File: config.mk
export PLATFORM = sky130hd
export DESIGN_NAME = vga_rgb_fetch_flat
export DESIGN_NICKNAME = d
export VERILOG_FILES = /design/src/rtl/vga_rgb_fetch_if.sv /design/src/rtl/vga_rgb_fetch.sv /design/src/flat_wrapper.sv
export SDC_FILE = /design/constraint.sdc
export NUM_CORES = 1
export LEC_CHECK = 0
export BUFFER_PORTS_ARGS = -buffer_cell sky130_fd_sc_hd__buf_2
export CAP_MARGIN = 30
export CORE_ASPECT_RATIO = 0.6
export CORE_UTILIZATION = 30
export CTS_BUF_LIST = sky130_fd_sc_hd__clkbuf_8 sky130_fd_sc_hd__clkbuf_16
export DETAILED_ROUTE_END_ITERATION = 12
export HOLD_SLACK_MARGIN = 0.12
export PLACE_DENSITY_LB_ADDON = 0.12
export SETUP_SLACK_MARGIN = 0.5
export SLEW_MARGIN = 40
export SYNTH_ARGS = -nofsm -noshare
export SYNTH_HDL_FRONTEND = slang
export SYNTH_SLANG_ARGS = --single-unit
File: constraint.sdc
create_clock -name CLOCK_50_I -period 3.5 [get_ports CLOCK_50_I]
set_clock_uncertainty 0.15 [all_clocks]
set_input_delay 0.525 -clock CLOCK_50_I [delete_from_list [all_inputs] [get_ports CLOCK_50_I]]
set_output_delay 0.525 -clock CLOCK_50_I [all_outputs]
set_load 0.1 [all_outputs]
File: src/rtl/vga_rgb_fetch_if.sv
// SRAM read port and VGA colour bundle shared by the RGB fetch block and its environment.
// Latency: none (wires only).
// Backpressure: none; reads are flow-controlled inside the fetch block by FIFO credit.
interface vga_rgb_fetch_if;
    logic [17:0] SRAM_address;
    logic        SRAM_we_n;
    logic [15:0] SRAM_read_data;
    logic [9:0]  VGA_red;
    logic [9:0]  VGA_green;
    logic [9:0]  VGA_blue;

    modport master (
        output SRAM_address,
        output SRAM_we_n,
        output VGA_red,
        output VGA_green,
        output VGA_blue,
        input  SRAM_read_data
    );

    modport slave (
        input  SRAM_address,
        input  SRAM_we_n,
        input  VGA_red,
        input  VGA_green,
        input  VGA_blue,
        output SRAM_read_data
    );
endinterface

File: src/rtl/vga_rgb_fetch.sv
// Prefetches packed RGB words from SRAM into a small FIFO and unpacks them into VGA colours.
// Latency: SRAM read 3 clocks to FIFO; colour registered 1 clock after the new-pixel event.
// Backpressure: reads issued only while FIFO level + in-flight < depth; empty FIFO gives black + sticky underflow.
module vga_rgb_fetch #(
    parameter logic [17:0] RGB_BASE    = 18'd146944,
    parameter logic [16:0] IMG_WORDS   = 17'd115200,
    parameter int          VIEW_LEFT   = 160,
    parameter int          VIEW_RIGHT  = 480,
    parameter int          VIEW_TOP    = 120,
    parameter int          VIEW_BOTTOM = 360,
    parameter int          FIFO_DEPTH  = 8
) (
    input  logic                   CLOCK_50_I,
    input  logic                   resetn,
    input  logic                   enable,
    input  logic [9:0]             pixel_X_pos,
    input  logic [9:0]             pixel_Y_pos,
    vga_rgb_fetch_if.master        bus,
    output logic [3:0]             fifo_level,
    output logic                   underflow
);
    // Pointers wrap naturally, so FIFO_DEPTH is expected to be a power of two.
    localparam int PW = $clog2(FIFO_DEPTH);
    localparam logic [9:0] X_LO   = 10'(VIEW_LEFT);
    localparam logic [9:0] X_HI   = 10'(VIEW_RIGHT);
    localparam logic [9:0] Y_LO   = 10'(VIEW_TOP);
    localparam logic [9:0] Y_END  = 10'(VIEW_BOTTOM);
    localparam logic [9:0] Y_LAST = 10'(VIEW_BOTTOM - 1);

    logic [17:0]   addr_q, addr_d;
    logic [16:0]   wcnt_q, wcnt_d;
    logic [2:0]    infl_q, infl_d;
    logic [15:0]   mem_q [FIFO_DEPTH];
    logic [15:0]   mem_d [FIFO_DEPTH];
    logic [PW-1:0] rd_ptr_q, rd_ptr_d, wr_ptr_q, wr_ptr_d;
    logic [3:0]    level_q, level_d;
    logic [7:0]    r1_q, r1_d;
    logic [9:0]    x_prev_q, x_prev_d, y_prev_q, y_prev_d;
    logic [9:0]    red_q, red_d, green_q, green_d, blue_q, blue_d;
    logic          uf_q, uf_d;

    logic          new_pix, in_view, restart, push, issue, pop_evt, pop_ok;
    logic [3:0]    infl_cnt, need, pop_n;
    logic [4:0]    credit_used;
    logic [15:0]   w_a, w_b;

    // Fetch issue, FIFO push/pop, pixel unpacking and frame restart.
    always_comb begin
        addr_d   = addr_q;
        wcnt_d   = wcnt_q;
        mem_d    = mem_q;
        rd_ptr_d = rd_ptr_q;
        wr_ptr_d = wr_ptr_q;
        r1_d     = r1_q;
        red_d    = red_q;
        green_d  = green_q;
        blue_d   = blue_q;
        uf_d     = uf_q;
        x_prev_d = pixel_X_pos;
        y_prev_d = pixel_Y_pos;

        new_pix  = (pixel_X_pos != x_prev_q);
        in_view  = (pixel_X_pos >= X_LO) && (pixel_X_pos < X_HI) &&
                   (pixel_Y_pos >= Y_LO) && (pixel_Y_pos < Y_END);
        restart  = (pixel_Y_pos == Y_END) && (y_prev_q == Y_LAST);

        // Oldest in-flight read lands this edge.
        push        = infl_q[2];
        infl_cnt    = 4'(infl_q[0]) + 4'(infl_q[1]) + 4'(infl_q[2]);
        credit_used = 5'(level_q) + 5'(infl_cnt);
        issue       = enable && (credit_used < 5'(FIFO_DEPTH)) && (wcnt_q < IMG_WORDS);

        pop_evt  = enable && new_pix && in_view;
        need     = pixel_X_pos[0] ? 4'd1 : 4'd2;
        pop_ok   = pop_evt && (level_q >= need);
        pop_n    = pop_ok ? need : 4'd0;
        w_a      = mem_q[rd_ptr_q];
        w_b      = mem_q[rd_ptr_q + PW'(1)];

        if (!enable || !in_view) begin
            red_d   = '0;
            green_d = '0;
            blue_d  = '0;
        end else if (new_pix) begin
            if (!pop_ok) begin
                red_d   = '0;
                green_d = '0;
                blue_d  = '0;
                uf_d    = 1'b1;
            end else if (!pixel_X_pos[0]) begin
                // Even pixel: {R0,G0},{B0,R1}; keep R1 for the odd partner.
                red_d    = {w_a[15:8], 2'b00};
                green_d  = {w_a[7:0], 2'b00};
                blue_d   = {w_b[15:8], 2'b00};
                r1_d     = w_b[7:0];
                rd_ptr_d = rd_ptr_q + PW'(2);
            end else begin
                // Odd pixel: held R1 plus {G1,B1}.
                red_d    = {r1_q, 2'b00};
                green_d  = {w_a[15:8], 2'b00};
                blue_d   = {w_a[7:0], 2'b00};
                rd_ptr_d = rd_ptr_q + PW'(1);
            end
        end

        if (push) begin
            mem_d[wr_ptr_q] = bus.SRAM_read_data;
            wr_ptr_d        = wr_ptr_q + PW'(1);
        end
        level_d = level_q + 4'(push) - pop_n;

        if (issue) begin
            addr_d = RGB_BASE + 18'(wcnt_q);
            wcnt_d = wcnt_q + 17'd1;
        end
        infl_d = {infl_q[1:0], issue};

        // Frame restart discards everything queued or in flight and rewinds the image.
        if (restart) begin
            addr_d   = addr_q;
            wcnt_d   = '0;
            infl_d   = '0;
            rd_ptr_d = '0;
            wr_ptr_d = '0;
            level_d  = '0;
            uf_d     = 1'b0;
        end
    end

    // State registers; reset drops in-flight reads so late SRAM data is ignored.
    always_ff @(posedge CLOCK_50_I or negedge resetn) begin
        if (!resetn) begin
            addr_q   <= RGB_BASE;
            wcnt_q   <= '0;
            infl_q   <= '0;
            for (int i = 0; i < FIFO_DEPTH; i++) mem_q[i] <= '0;
            rd_ptr_q <= '0;
            wr_ptr_q <= '0;
            level_q  <= '0;
            r1_q     <= '0;
            x_prev_q <= '0;
            y_prev_q <= '0;
            red_q    <= '0;
            green_q  <= '0;
            blue_q   <= '0;
            uf_q     <= 1'b0;
        end else begin
            addr_q   <= addr_d;
            wcnt_q   <= wcnt_d;
            infl_q   <= infl_d;
            mem_q    <= mem_d;
            rd_ptr_q <= rd_ptr_d;
            wr_ptr_q <= wr_ptr_d;
            level_q  <= level_d;
            r1_q     <= r1_d;
            x_prev_q <= x_prev_d;
            y_prev_q <= y_prev_d;
            red_q    <= red_d;
            green_q  <= green_d;
            blue_q   <= blue_d;
            uf_q     <= uf_d;
        end
    end

    assign bus.SRAM_address = addr_q;
    assign bus.SRAM_we_n    = 1'b1;
    assign bus.VGA_red      = red_q;
    assign bus.VGA_green    = green_q;
    assign bus.VGA_blue     = blue_q;
    assign fifo_level       = level_q;
    assign underflow        = uf_q;
endmodule

File: src/flat_wrapper.sv
// flat-port wrapper written by rule: the top's interface ports become plain ports
module vga_rgb_fetch_flat 
#(
    parameter logic [17:0] RGB_BASE    = 18'd146944,
    parameter logic [16:0] IMG_WORDS   = 17'd115200,
    parameter int          VIEW_LEFT   = 160,
    parameter int          VIEW_RIGHT  = 480,
    parameter int          VIEW_TOP    = 120,
    parameter int          VIEW_BOTTOM = 360,
    parameter int          FIFO_DEPTH  = 8
)
  (CLOCK_50_I, resetn, enable, pixel_X_pos, pixel_Y_pos, fifo_level, underflow, bus_SRAM_address, bus_SRAM_we_n, bus_VGA_red, bus_VGA_green, bus_VGA_blue, bus_SRAM_read_data);
  vga_rgb_fetch_if bus_i ();
  input  logic CLOCK_50_I;
  input  logic resetn;
  input  logic enable;
  input  logic [9:0] pixel_X_pos;
  input  logic [9:0] pixel_Y_pos;
  output logic [3:0] fifo_level;
  output logic underflow;
  output wire logic [$bits(bus_i.SRAM_address)-1:0] bus_SRAM_address;
  output wire logic [$bits(bus_i.SRAM_we_n)-1:0] bus_SRAM_we_n;
  output wire logic [$bits(bus_i.VGA_red)-1:0] bus_VGA_red;
  output wire logic [$bits(bus_i.VGA_green)-1:0] bus_VGA_green;
  output wire logic [$bits(bus_i.VGA_blue)-1:0] bus_VGA_blue;
  input wire logic [$bits(bus_i.SRAM_read_data)-1:0] bus_SRAM_read_data;
  assign bus_SRAM_address = bus_i.SRAM_address;
  assign bus_SRAM_we_n = bus_i.SRAM_we_n;
  assign bus_VGA_red = bus_i.VGA_red;
  assign bus_VGA_green = bus_i.VGA_green;
  assign bus_VGA_blue = bus_i.VGA_blue;
  assign bus_i.SRAM_read_data = bus_SRAM_read_data;
  vga_rgb_fetch #(.RGB_BASE(RGB_BASE), .IMG_WORDS(IMG_WORDS), .VIEW_LEFT(VIEW_LEFT), .VIEW_RIGHT(VIEW_RIGHT), .VIEW_TOP(VIEW_TOP), .VIEW_BOTTOM(VIEW_BOTTOM), .FIFO_DEPTH(FIFO_DEPTH)) u_core (.CLOCK_50_I(CLOCK_50_I), .resetn(resetn), .enable(enable), .pixel_X_pos(pixel_X_pos), .pixel_Y_pos(pixel_Y_pos), .bus(bus_i), .fifo_level(fifo_level), .underflow(underflow));
endmodule
==> results of run 1 <==
## logic make-up after synthesis
kind of cell    Yosys count
buf+inv                  91
compound gates           74
mux                     236
other cells               2
xor+xnor                 33
simple gates            144
flops                   229
fa+ha+maj                21
## per-stage QoR
step                      power, mW  hold slack [ps]  cells  utilization, %  setup WS, ps
after global placement         11.1              301   1404            33.6           333
after floorplan                9.33             79.4    835               -           427
after detailed placement       11.2              308   1404            33.6           287
final                          14.0              178   1476            36.8           589
after global routing           14.8              187   1476            36.8           491
after CTS                      14.1              168   1475            36.5           515
## Yosys cell counts, types with 8 or more instances
library cell	instances	area (µm²)
dfrtp_1	223	5580
mux2_2	151	1700
mux4_2	64	1440
clkbuf_1	30	113
nand4_1	28	175
nor2_1	26	97.6
inv_1	24	90.1
buf_2	22	110
mux2i_1	21	210
nor4_1	20	125
ha_1	19	238
xnor2_1	18	158
nand2_1	17	63.8
a221o_1	15	150
xor2_1	15	131
a21oi_1	12	60.1
a31oi_1	12	75.1
nor3_1	12	60.1
o311ai_0	10	87.6
o21ai_1	8	40.0
## repair_timing
| action | CTS | global route |
|---|---|---|
| buffers inserted | 4 | 1 |
| hold buffers | 21 | 0 |
| hold endpoints to repair | 86 | 0 |
| endpoints found under the setup margin | 6 | 29 |
| pin swaps | 2 | 9 |
| resized for setup | 4 | 15 |
| cloned | 1 | 0 |
## cell usage in the layout, fill, tap and decap left out, types with 4 or more instances in the layout
cell type / n
dfrtp_1: 217
mux2_2: 151
buf_2: 85
mux4_2: 64
buf_4: 38
inv_1: 29
nand4_1: 28
nor2_1: 26
clkbuf_16: 25
mux2i_1: 21
dlygate4sd3_1: 21
xnor2_1: 18
nand2_1: 16
a221o_1: 15
xor2_1: 14
nor4_1: 14
ha_1: 14
a21oi_1: 11
a31oi_1: 10
o311ai_0: 10
o21ai_1: 8
nor3_1: 7
conb_1: 7
nor4_2: 6
nand3_1: 6
dfstp_2: 6
clkinv_2: 5
o21ai_0: 4
and3_1: 4
nand2b_1: 4
nor2b_1: 4
nor3_2: 4
ha_4: 4
bufinv_16: 4
clkbuf_8: 4
dfrtp_4: 4
## metal layers
metal	routed length, µm	vias up
met5	17	-
li1	-	3384
met3	1520	34
met4	440	2
met2	13100	145
met1	16900	4010
## power by group through the flow
stage / sequential [mW] / clock [mW] / combinational, mW
global route: 4.68 / 3.01 / 7.16
CTS: 4.51 / 2.89 / 6.71
global placement: 4.55 / 0 / 6.58
detailed placement: 4.56 / 0 / 6.62
finish: 4.52 / 2.80 / 6.72
floorplan: 5.31 / 0 / 4.01
## worst reg2reg max path: stages (launching register included)
cell and delay [ps]:
dfrtp_1 380, ha_1 300, ha_2 190, ha_4 160, ha_4 140, or3b_4 350, a221o_1 370, buf_6 190
buf_6 130, or3_1 360, a21oi_1 120
## final timing paths
check | endpoint | slack (ps) | depth (start not counted)
max in group asynchronous | u_core.mem_q[40] | 1930 | 3
min in group asynchronous | u_core.y_prev_q[1] | 380 | 2
worst min-delay path | u_core.mem_q[15] | 180 | 2
worst max-delay path | u_core.wcnt_q[3] | 590 | 10
worst min register to register | u_core.bus.SRAM_address[10] | 310 | 2
worst max register to register | u_core.wcnt_q[3] | 590 | 10
## sequential cells by signal, summed over array words and instances (netlist names)
register and count:
u_core.fifo_level 4, u_core.x_prev_q 10, u_core.bus.VGA_red 8, u_core.y_prev_q 10
u_core.r1_q 8, u_core.bus.VGA_green 8, u_core.wcnt_q 17, u_core.rd_ptr_q 3
u_core.wr_ptr_q 3, u_core.underflow 1, u_core.bus.VGA_blue 8, u_core.mem_q 128
u_core.infl_q 3, u_core.bus.SRAM_address 18
## area by class of cell
cell class	count	area share, %
clock inverters	16	1.24
flip-flops and latches	229	41.6
multi-input cells	515	39.7
well taps	513	4.63
clock buffers	29	4.91
repair buffers	150	7.29
inverters	24	0.650
==> metrics.csv, run 1 <==
stage;metric;value;unit
outcome;status;complete, no violations;
routing;drt_iter0_drc;412;
pwr;internal-power;8.39;mW
critical_path;reg2reg_from;u_core.infl_q[0];
timing;setup_viol_count_final;0;
critical_path;cpLargestDelayFamily;adder cells;
synthesis;synth_xor_area_share;2.52;%
pwr;power.density;1010;nW/µm²
grt;grt_overflow_total;0;
synthesis;syn_area;11500;µm²
routing;vias;7575;
grt;grt_pass1_vias;7566;
critical_path;start_kind;flop;
floorplanning;row_count;55;
routing;wire_per_inst;21.7;µm
synthesis;synth_cell_types;53;
critical_path;end_kind;flop;
grt;antenna_found_initial;2;
synthesis;synth-edff-count;0;
floorplanning;dieHeight;153;µm
grt;top_usage_layer;met1;
layout;n_antenna_cell;0;
timing;max_freq;0.344;GHz
pwr;seqPwrFrac;32.2;%
clocking;clock-sinks;229;
layout;nFillCells;3678;
grt;grtUsageMet3;3.35;%
timing;drv_slew;0;
run;max-cap-violations;0;
critical_path;crit_slowest_cell;dfrtp_1;
layout;multi_input_area;5500;µm²
min_path;min_from;bus_SRAM_read_data[15];
pwr;ir_drop;453;µV
floorplanning;die_width;254;µm
synthesis;synth_compound_gate_area_share;4.70;%
critical_path;crit_start;u_core.infl_q[0];
grt;met1_usage;27.3;%
floorplanning;die_area;39000;µm²
pwr;combPwrFrac;47.9;%
critical_path;crit_path_max_incr_delay;380;ps
routing;first_pass_iters;4;
synthesis;synth.mux.area_fraction;29.2;%
placement;postPlaceCellArea;12600;µm²
timing;finalCritPeriodShare;83.2;%
critical_path;cp_max_fo;7;
clocking;clkLatencyLatePin;530;ps
critical_path;crit_arrival;3220;ps
synthesis;yosysSeqAreaShare;50.0;%
clocking;cts_tree;done;
floorplanning;initial_core_util;30.5;%
synthesis;synth_top_family_by_area;multiplexers;
critical_path;crit_buf_inv;2;
routing;routed_wl;32000;µm
pwr;p_leak;5.76;nW
timing;timing.setup.tns;0;ps
clocking;clockBufferDepth;3;
timing;slew_headroom;48.6;%
synthesis;synthArstFlopShare;100;%
min_path;hp-class;in2reg;
pwr;power.switching;5.66;mW
routing;vias_per_cell;5.13;
placement;io_buffers;85;
layout;sequential_cell_area;5760;µm²
clocking;numCtsBuffers;25;
layout;layout-drive-gt1-share;44.4;%
critical_path;crit_required;3810;ps
grt;grt_usage;16.9;%
synthesis;netlist_instances;830;
routing;ant_nets;0;
synthesis;synthFlopType;dfrtp_1;
routing;drc;0;
layout;synthToLayoutAreaGrowth;20.8;%
layout;nNetsFinal;1005;
timing;fin_crit;2910;ps
layout;final_area;13900;µm²
floorplanning;coreArea;37600;µm²
synthesis;synthSimpleGateAreaFrac;7.26;%
timing;finalHoldViolations;0;
critical_path;cp_cell_sequence;ha_1 -> ha_2 -> ha_4 -> ha_4 -> or3b_4 -> a221o_1 -> buf_6 -> buf_6 -> or3_1 -> a21oi_1;
clocking;cts_max_level;1;
synthesis;postSynthAreaPerCell;13.8;µm²
pwr;sw_frac_of_total;40.3;%
grt;grt_start_max_net_pins;84;
grt;grtUsageMet2;22.9;%
synthesis;yosysWarnings;0;
critical_path;path_class;reg2reg;
timing;tightestPinTransition;771;ps
clocking;cts-root-buf;clkbuf_16;
synthesis;synth-seq-cells;229;
floorplanning;num_io_pins;93;
placement;routabilityCongestion;0.741;
synthesis;yosys.area_share.adder;2.42;%
pwr;power.share.clock;19.9;%
placement;hpwlAfterDp;21000;µm
grt;grt_first_pass_wirelength;49600;µm
timing;rsz0062_at_grt;true;
clocking;clk_pin_slew;70;ps
(Power assumes the default switching activity.)
==> run 2: changes to the inputs <==
clock period = 3 ns   (was 3.5 ns; I/O delays follow)
==> run 2 against run 1 <==
Against the previous run: clock power increased by 9.3%; via count increased by 3.2%; combinational power increased by 29%; design area increased by 5.4%; final cell count increased by 3.3%; sequential power increased by 17%; non-clock buffer count increased by 47; register-to-register slack got worse by 450 ps; largest cell class unchanged.
==> metrics.csv, run 2 (synthesized netlist as in run 1, its figures left out) <==
stage;metric;value;unit;change
outcome;status;complete, no violations;;
timing;holdWs;150;ps;-28.1 ps
floorplanning;die_area;39000;µm²;unchanged
timing;worst_slack;140;ps;-449 ps
critical_path;crit_arrival;3180;ps;-40 ps
critical_path;cp_max_fo;3;;-4
layout;fin_util;38.8;%;+2.0 points
clocking;numCtsBuffers;26;;+4.0%
placement;io_buffers;85;;unchanged
grt;grt_pass1_vias;7905;;+4.5%
floorplanning;num_io_pins;93;;unchanged
clocking;cts-root-buf;clkbuf_16;;
clocking;clockBufferDepth;3;;unchanged
critical_path;path_class;reg2reg;;
grt;grt_first_pass_wirelength;51200;µm;+3.2%
floorplanning;dieHeight;153;µm;unchanged
grt;grt_overflow_total;0;;unchanged
critical_path;start_kind;flop;;
routing;drt_iter0_drc;580;;+41%
timing;max_freq;0.350;GHz;+1.8%
clocking;cts_max_level;1;;unchanged
placement;postPlaceCellArea;13000;µm²;+3.0%
routing;vias;7815;;+3.2%
placement;routabilityCongestion;0.762;;+2.9%
critical_path;cp_cell_sequence;ha_1 -> ha_2 -> ha_4 -> ha_4 -> or3b_4 -> a221o_1 -> buf_6 -> or4_4 -> a21oi_2;;
layout;largest_register_ff_count;128;;unchanged
timing;fin_crit;2860;ps;-50.7 ps
timing;finalCritPeriodShare;95.3;%;+12 points
floorplanning;die_width;254;µm;unchanged
layout;layout-drive-gt1-share;47.9;%;+3.5 points
timing;rsz0062_at_grt;true;;
layout;layout_commonest_cell;dfrtp_1;;
layout;synthToLayoutAreaGrowth;27.3;%;
placement;hpwlAfterDp;20800;µm;-0.96%
layout;stdcell_count;1525;;+3.3%
grt;antenna_found_initial;0;;-2
clocking;clk_pin_slew;60;ps;about the same
pwr;power;17.0;mW;+21%
routing;routed_wl;33800;µm;+5.5%
clocking;clkLatencyLatePin;550;ps;+20 ps
layout;n_antenna_cell;0;;unchanged
routing;drc;0;;unchanged
layout;nNetsFinal;1054;;+4.9%
floorplanning;initial_core_util;30.5;%;unchanged
timing;timing.setup.tns;0;ps;unchanged
grt;grt_start_max_net_pins;100;;+19%
placement;dp.cells;1422;;+1.3%
timing;tightestPinTransition;717;ps;-53.7 ps
timing;finalHoldViolations;0;;unchanged
run;max-cap-violations;0;;unchanged
layout;final_area;14600;µm²;+5.4%
clocking;cts_tree;done;;
critical_path;crit_path_max_incr_delay;530;ps;+150 ps
timing;setup_viol_count_final;0;;unchanged
floorplanning;row_count;55;;unchanged
pwr;p_leak;6.14;nW;+6.5%
critical_path;end_kind;flop;;
timing;drv_slew;0;;unchanged
layout;final_cell_mix;dfrtp_1 (217), mux2_2 (151), buf_2 (84);;
routing;ant_nets;0;;unchanged
critical_path;crit_slowest_cell;or4_4;;
routing;wire_per_inst;22.1;µm;+2.1%
grt;grt_usage;17.5;%;+0.67 points
timing;slew_headroom;52.1;%;+3.5 points
pwr;power.density;1170;nW/µm²;+15%
routing;vias_per_cell;5.12;;-0.15%
critical_path;cp_common_cell;ha_4;;
clocking;clock-sinks;229;;unchanged
critical_path;crit_required;3320;ps;-490 ps
floorplanning;coreArea;37600;µm²;unchanged
pwr;ir_drop;500;µV;+10%
routing;first_pass_iters;5;;+1
placement;post-place-ws;68.4;ps;-219 ps
layout;top_register;u_core.mem_q;;
min_path;hp-class;in2reg;;
-- run 2: changes by cell type in the layout (fill, tap and decap cells not counted), sizes merged, moves of 2 or more --
cell | before | now
dlygate4sd3 | 21 | 36
clkbuf | 29 | 33
bufinv | 4 | 0
inv | 31 | 33
buf | 129 | 159
-- run 2: layer usage --
metal	vias to the layer above	share of wire, %	GRT usage, %
met4	0	1.8	3.79
met3	37	4.9	2.98
met1	4137	53	28.1
li1	3487	-	-
met2	154	40	24.1
met5	-	0	0
-- run 2: critical path: cells and delay by family (launching register included) --
family / cells / cell delay (ps)
adder cells (fa/ha/maj): 4 / 800
buffers and inverters: 1 / 140
AND/OR/NAND/NOR: 2 / 880
flip-flops: 1 / 380
AO/OA/AOI/OAI: 2 / 440
-- run 2: final cells by class --
class,instances,area (µm²)
clock buffers,32,744
multi-input cells,516,5750
well taps,513,642
flip-flops and latches,229,5760
inverters,24,100
repair buffers,197,1540
fillers,3582,23000
clock inverters,14,61.3
-- run 2: timing repair --
action,4_1_cts,5_1_grt
endpoints found under the setup margin,44,53
setup buffers,13,3
pin swaps,13,21
hold endpoints to repair,362,0
cloned,4,1
hold buffers,36,0
resized for setup,30,7
-- run 2: worst paths after layout --
check	start	end	slack (ps)	depth (start not counted)
max	u_core.infl_q[1]	u_core.wcnt_q[12]	140	9
min	bus_SRAM_read_data[1]	u_core.mem_q[1]	150	2
max reg2reg	u_core.infl_q[1]	u_core.wcnt_q[12]	140	9
min reg2reg	u_core.bus.SRAM_address[9]	u_core.bus.SRAM_address[9]	320	2
max in group asynchronous	resetn	u_core.mem_q[64]	1690	3
min in group asynchronous	resetn	u_core.y_prev_q[1]	170	2
-- run 2: report_power, final --
| part | internal [mW] | leakage (nW) | switching, mW |
|---|---|---|---|
| clock | 1.74 | 0.432 | 1.33 |
| combinational | 4.05 | 2.93 | 4.62 |
| sequential | 4.36 | 2.78 | 0.952 |
==> run 3: changes to the inputs <==
HOLD_SLACK_MARGIN = default   (was 0.12)
RECOVER_POWER = 25   (was default)
==> run 3 against run 2 <==
Against the previous run: non-clock buffer count decreased by 15; core utilization is 0.50 points lower; flip-flop and latch count did not move; global-route usage about the same; sequential share of layout area increased by 0.51 points; register-to-register slack about the same; fmax hardly changed; via count is 0.77% lower; combinational power is essentially flat; largest power group unchanged; final cell count decreased by 0.98%; critical endpoint unchanged.
==> metrics.csv, run 3 (synthesized netlist as in run 1, its figures left out) <==
stage;metric;value;unit;change
layout;multi_input_area;5750;µm²;unchanged
outcome;status;complete, no violations;;
floorplanning;num_io_pins;93;;unchanged
routing;routed_wl;33700;µm;-0.20%
timing;tightestPinTransition;1210;ps;+490 ps
routing;wl_met2;13700;µm;+0.31%
timing;max_freq;0.349;GHz;about the same
pwr;p_leak;6.02;nW;-2.0%
critical_path;path_class;reg2reg;;
layout;synthToLayoutAreaGrowth;25.6;%;
clocking;cts_max_level;1;;unchanged
critical_path;rrSetupSlack;140;ps;about the same
critical_path;cpLargestDelayFamily;simple AND/OR/NAND/NOR gates;;
layout;nFillCells;3588;;+0.17%
grt;grt_usage;17.5;%;-0.019 points
layout;sequential_cell_area;5760;µm²;unchanged
critical_path;start_kind;flop;;
min_path;hp-class;in2reg;;
timing;finalCritPeriodShare;95.4;%;about the same
grt;grt_first_pass_wirelength;51100;µm;-0.16%
floorplanning;row_count;55;;unchanged
placement;io_buffers;85;;unchanged
grt;antenna_found_initial;0;;unchanged
grt;grt_start_max_net_pins;100;;unchanged
layout;stdcell_count;1510;;-0.98%
timing;drv_slew;0;;unchanged
clocking;clk_pin_slew;60;ps;about the same
timing;finalHoldViolations;0;;unchanged
floorplanning;coreArea;37600;µm²;unchanged
placement;hpwlAfterDp;20800;µm;unchanged
timing;setup_viol_count_final;0;;unchanged
critical_path;crit_path_max_incr_delay;530;ps;about the same
pwr;power;17.0;mW;-0.16%
clocking;clock-sinks;229;;unchanged
timing;slew_headroom;19.5;%;-33 points
critical_path;cp_max_fo;3;;unchanged
routing;ant_nets;0;;unchanged
routing;met3_length;1640;µm;-0.72%
clocking;cts-root-buf;clkbuf_16;;
critical_path;end_kind;flop;;
clocking;cts_tree;done;;
layout;fin_util;38.3;%;-0.50 points
grt;grt_pass1_vias;7857;;-0.61%
layout;top_register;u_core.mem_q;;
placement;post-place-ws;68.4;ps;unchanged
layout;nNetsFinal;1039;;-1.4%
layout;largest_register_ff_count;128;;unchanged
routing;routed.top_layer;met4;;
critical_path;crit_slowest_cell;or4_4;;
clocking;clockBufferDepth;3;;unchanged
routing;drc;0;;unchanged
floorplanning;initial_core_util;30.5;%;unchanged
critical_path;cp_cell_sequence;ha_1 -> ha_2 -> ha_4 -> ha_4 -> or3b_4 -> a221o_1 -> buf_6 -> or4_4 -> a21oi_2;;
critical_path;crit_arrival;3180;ps;about the same
clocking;clkLatencyLatePin;550;ps;about the same
layout;layout_commonest_cell;dfrtp_1;;
critical_path;crit_buf_inv;1;;unchanged
routing;vias;7755;;-0.77%
routing;met1Wirelength;17800;µm;-0.48%
floorplanning;dieHeight;153;µm;unchanged
timing;fin_crit;2860;ps;+0.894 ps
pwr;ir_drop;503;µV;+0.61%
layout;final_cell_mix;dfrtp_1 (217), mux2_2 (151), buf_2 (65);;
floorplanning;die_width;254;µm;unchanged
critical_path;cp_common_cell;ha_4;;
layout;layout-drive-gt1-share;46.6;%;-1.3 points
routing;vias_per_cell;5.14;;+0.22%
timing;worst_slack;139;ps;-0.894 ps
routing;first_pass_iters;5;;unchanged
timing;rsz0062_at_grt;true;;
floorplanning;die_area;39000;µm²;unchanged
routing;drt_iter0_drc;593;;+2.2%
placement;routabilityCongestion;0.762;;unchanged
clocking;numCtsBuffers;26;;unchanged
layout;n_antenna_cell;0;;unchanged
pwr;power.density;1180;nW/µm²;+1.1%
placement;dp.cells;1422;;unchanged
routing;wire_per_inst;22.3;µm;+0.79%
run;max-cap-violations;0;;unchanged
critical_path;crit_required;3320;ps;about the same
grt;grt_overflow_total;0;;unchanged
timing;timing.setup.tns;0;ps;unchanged
==> run 3: worst reg2reg max path, delay by kind of cell (launching register included) <==
kind                     cells  cell delay [ps]
buffers and inverters        1              140
flip-flops                   1              380
AO/OA/AOI/OAI                2              440
AND/OR/NAND/NOR              2              880
adder cells (fa/ha/maj)      4              800
==> run 3: power by group <==
part | internal, mW | leakage [nW] | switching [mW]
clock | 1.74 | 0.432 | 1.33
sequential | 4.36 | 2.78 | 0.951
combinational | 4.04 | 2.81 | 4.61
total | 10.1 | 6.02 | 6.89
==> run 3: area by class of cell <==
cell class	count	area share, %
well taps	513	4.45
flip-flops and latches	229	40.0
repair buffers	182	9.40
clock inverters	14	0.425
inverters	24	0.695
clock buffers	32	5.17
multi-input cells	516	39.9
==> run 3: through the flow <==
step	area [µm²]	hold WS, ps
floorplan	11800	4.41
detailed placement	13000	144
global placement	13000	142
finish	14400	88.3
global route	14400	92.5
CTS	14400	77.1
==> run 3: path summary, 6_finish.rpt <==
path                                                  from                    endpoint  depth (start not counted)
worst max-delay path                      u_core.infl_q[1]           u_core.wcnt_q[12]                          9
max in group asynchronous                           resetn            u_core.wcnt_q[7]                          3
worst min register to register  u_core.bus.SRAM_address[9]  u_core.bus.SRAM_address[9]                          2
worst min-delay path                bus_SRAM_read_data[12]            u_core.mem_q[60]                          2
min in group asynchronous                           resetn          u_core.x_prev_q[0]                          2
worst max register to register            u_core.infl_q[1]           u_core.wcnt_q[12]                          9
==> run 3: routing by layer <==
| layer | track usage (%) | up-vias |
|---|---|---|
| li1 | - | 3456 |
| met1 | 28.1 | 4097 |
| met2 | 24.0 | 166 |
| met3 | 3.03 | 36 |
| met4 | 3.79 | 0 |
| met5 | 0 | - |
==> run 3: timing repair <==
| item | 4_1_cts | 5_1_grt |
|---|---|---|
| endpoints found under the hold margin | 169 | 0 |
| setup buffers | 13 | 3 |
| pin swaps | 13 | 21 |
| resized for setup | 30 | 7 |
| endpoints found under the setup margin | 44 | 53 |
| hold buffers | 21 | 0 |
| cloned | 4 | 1 |
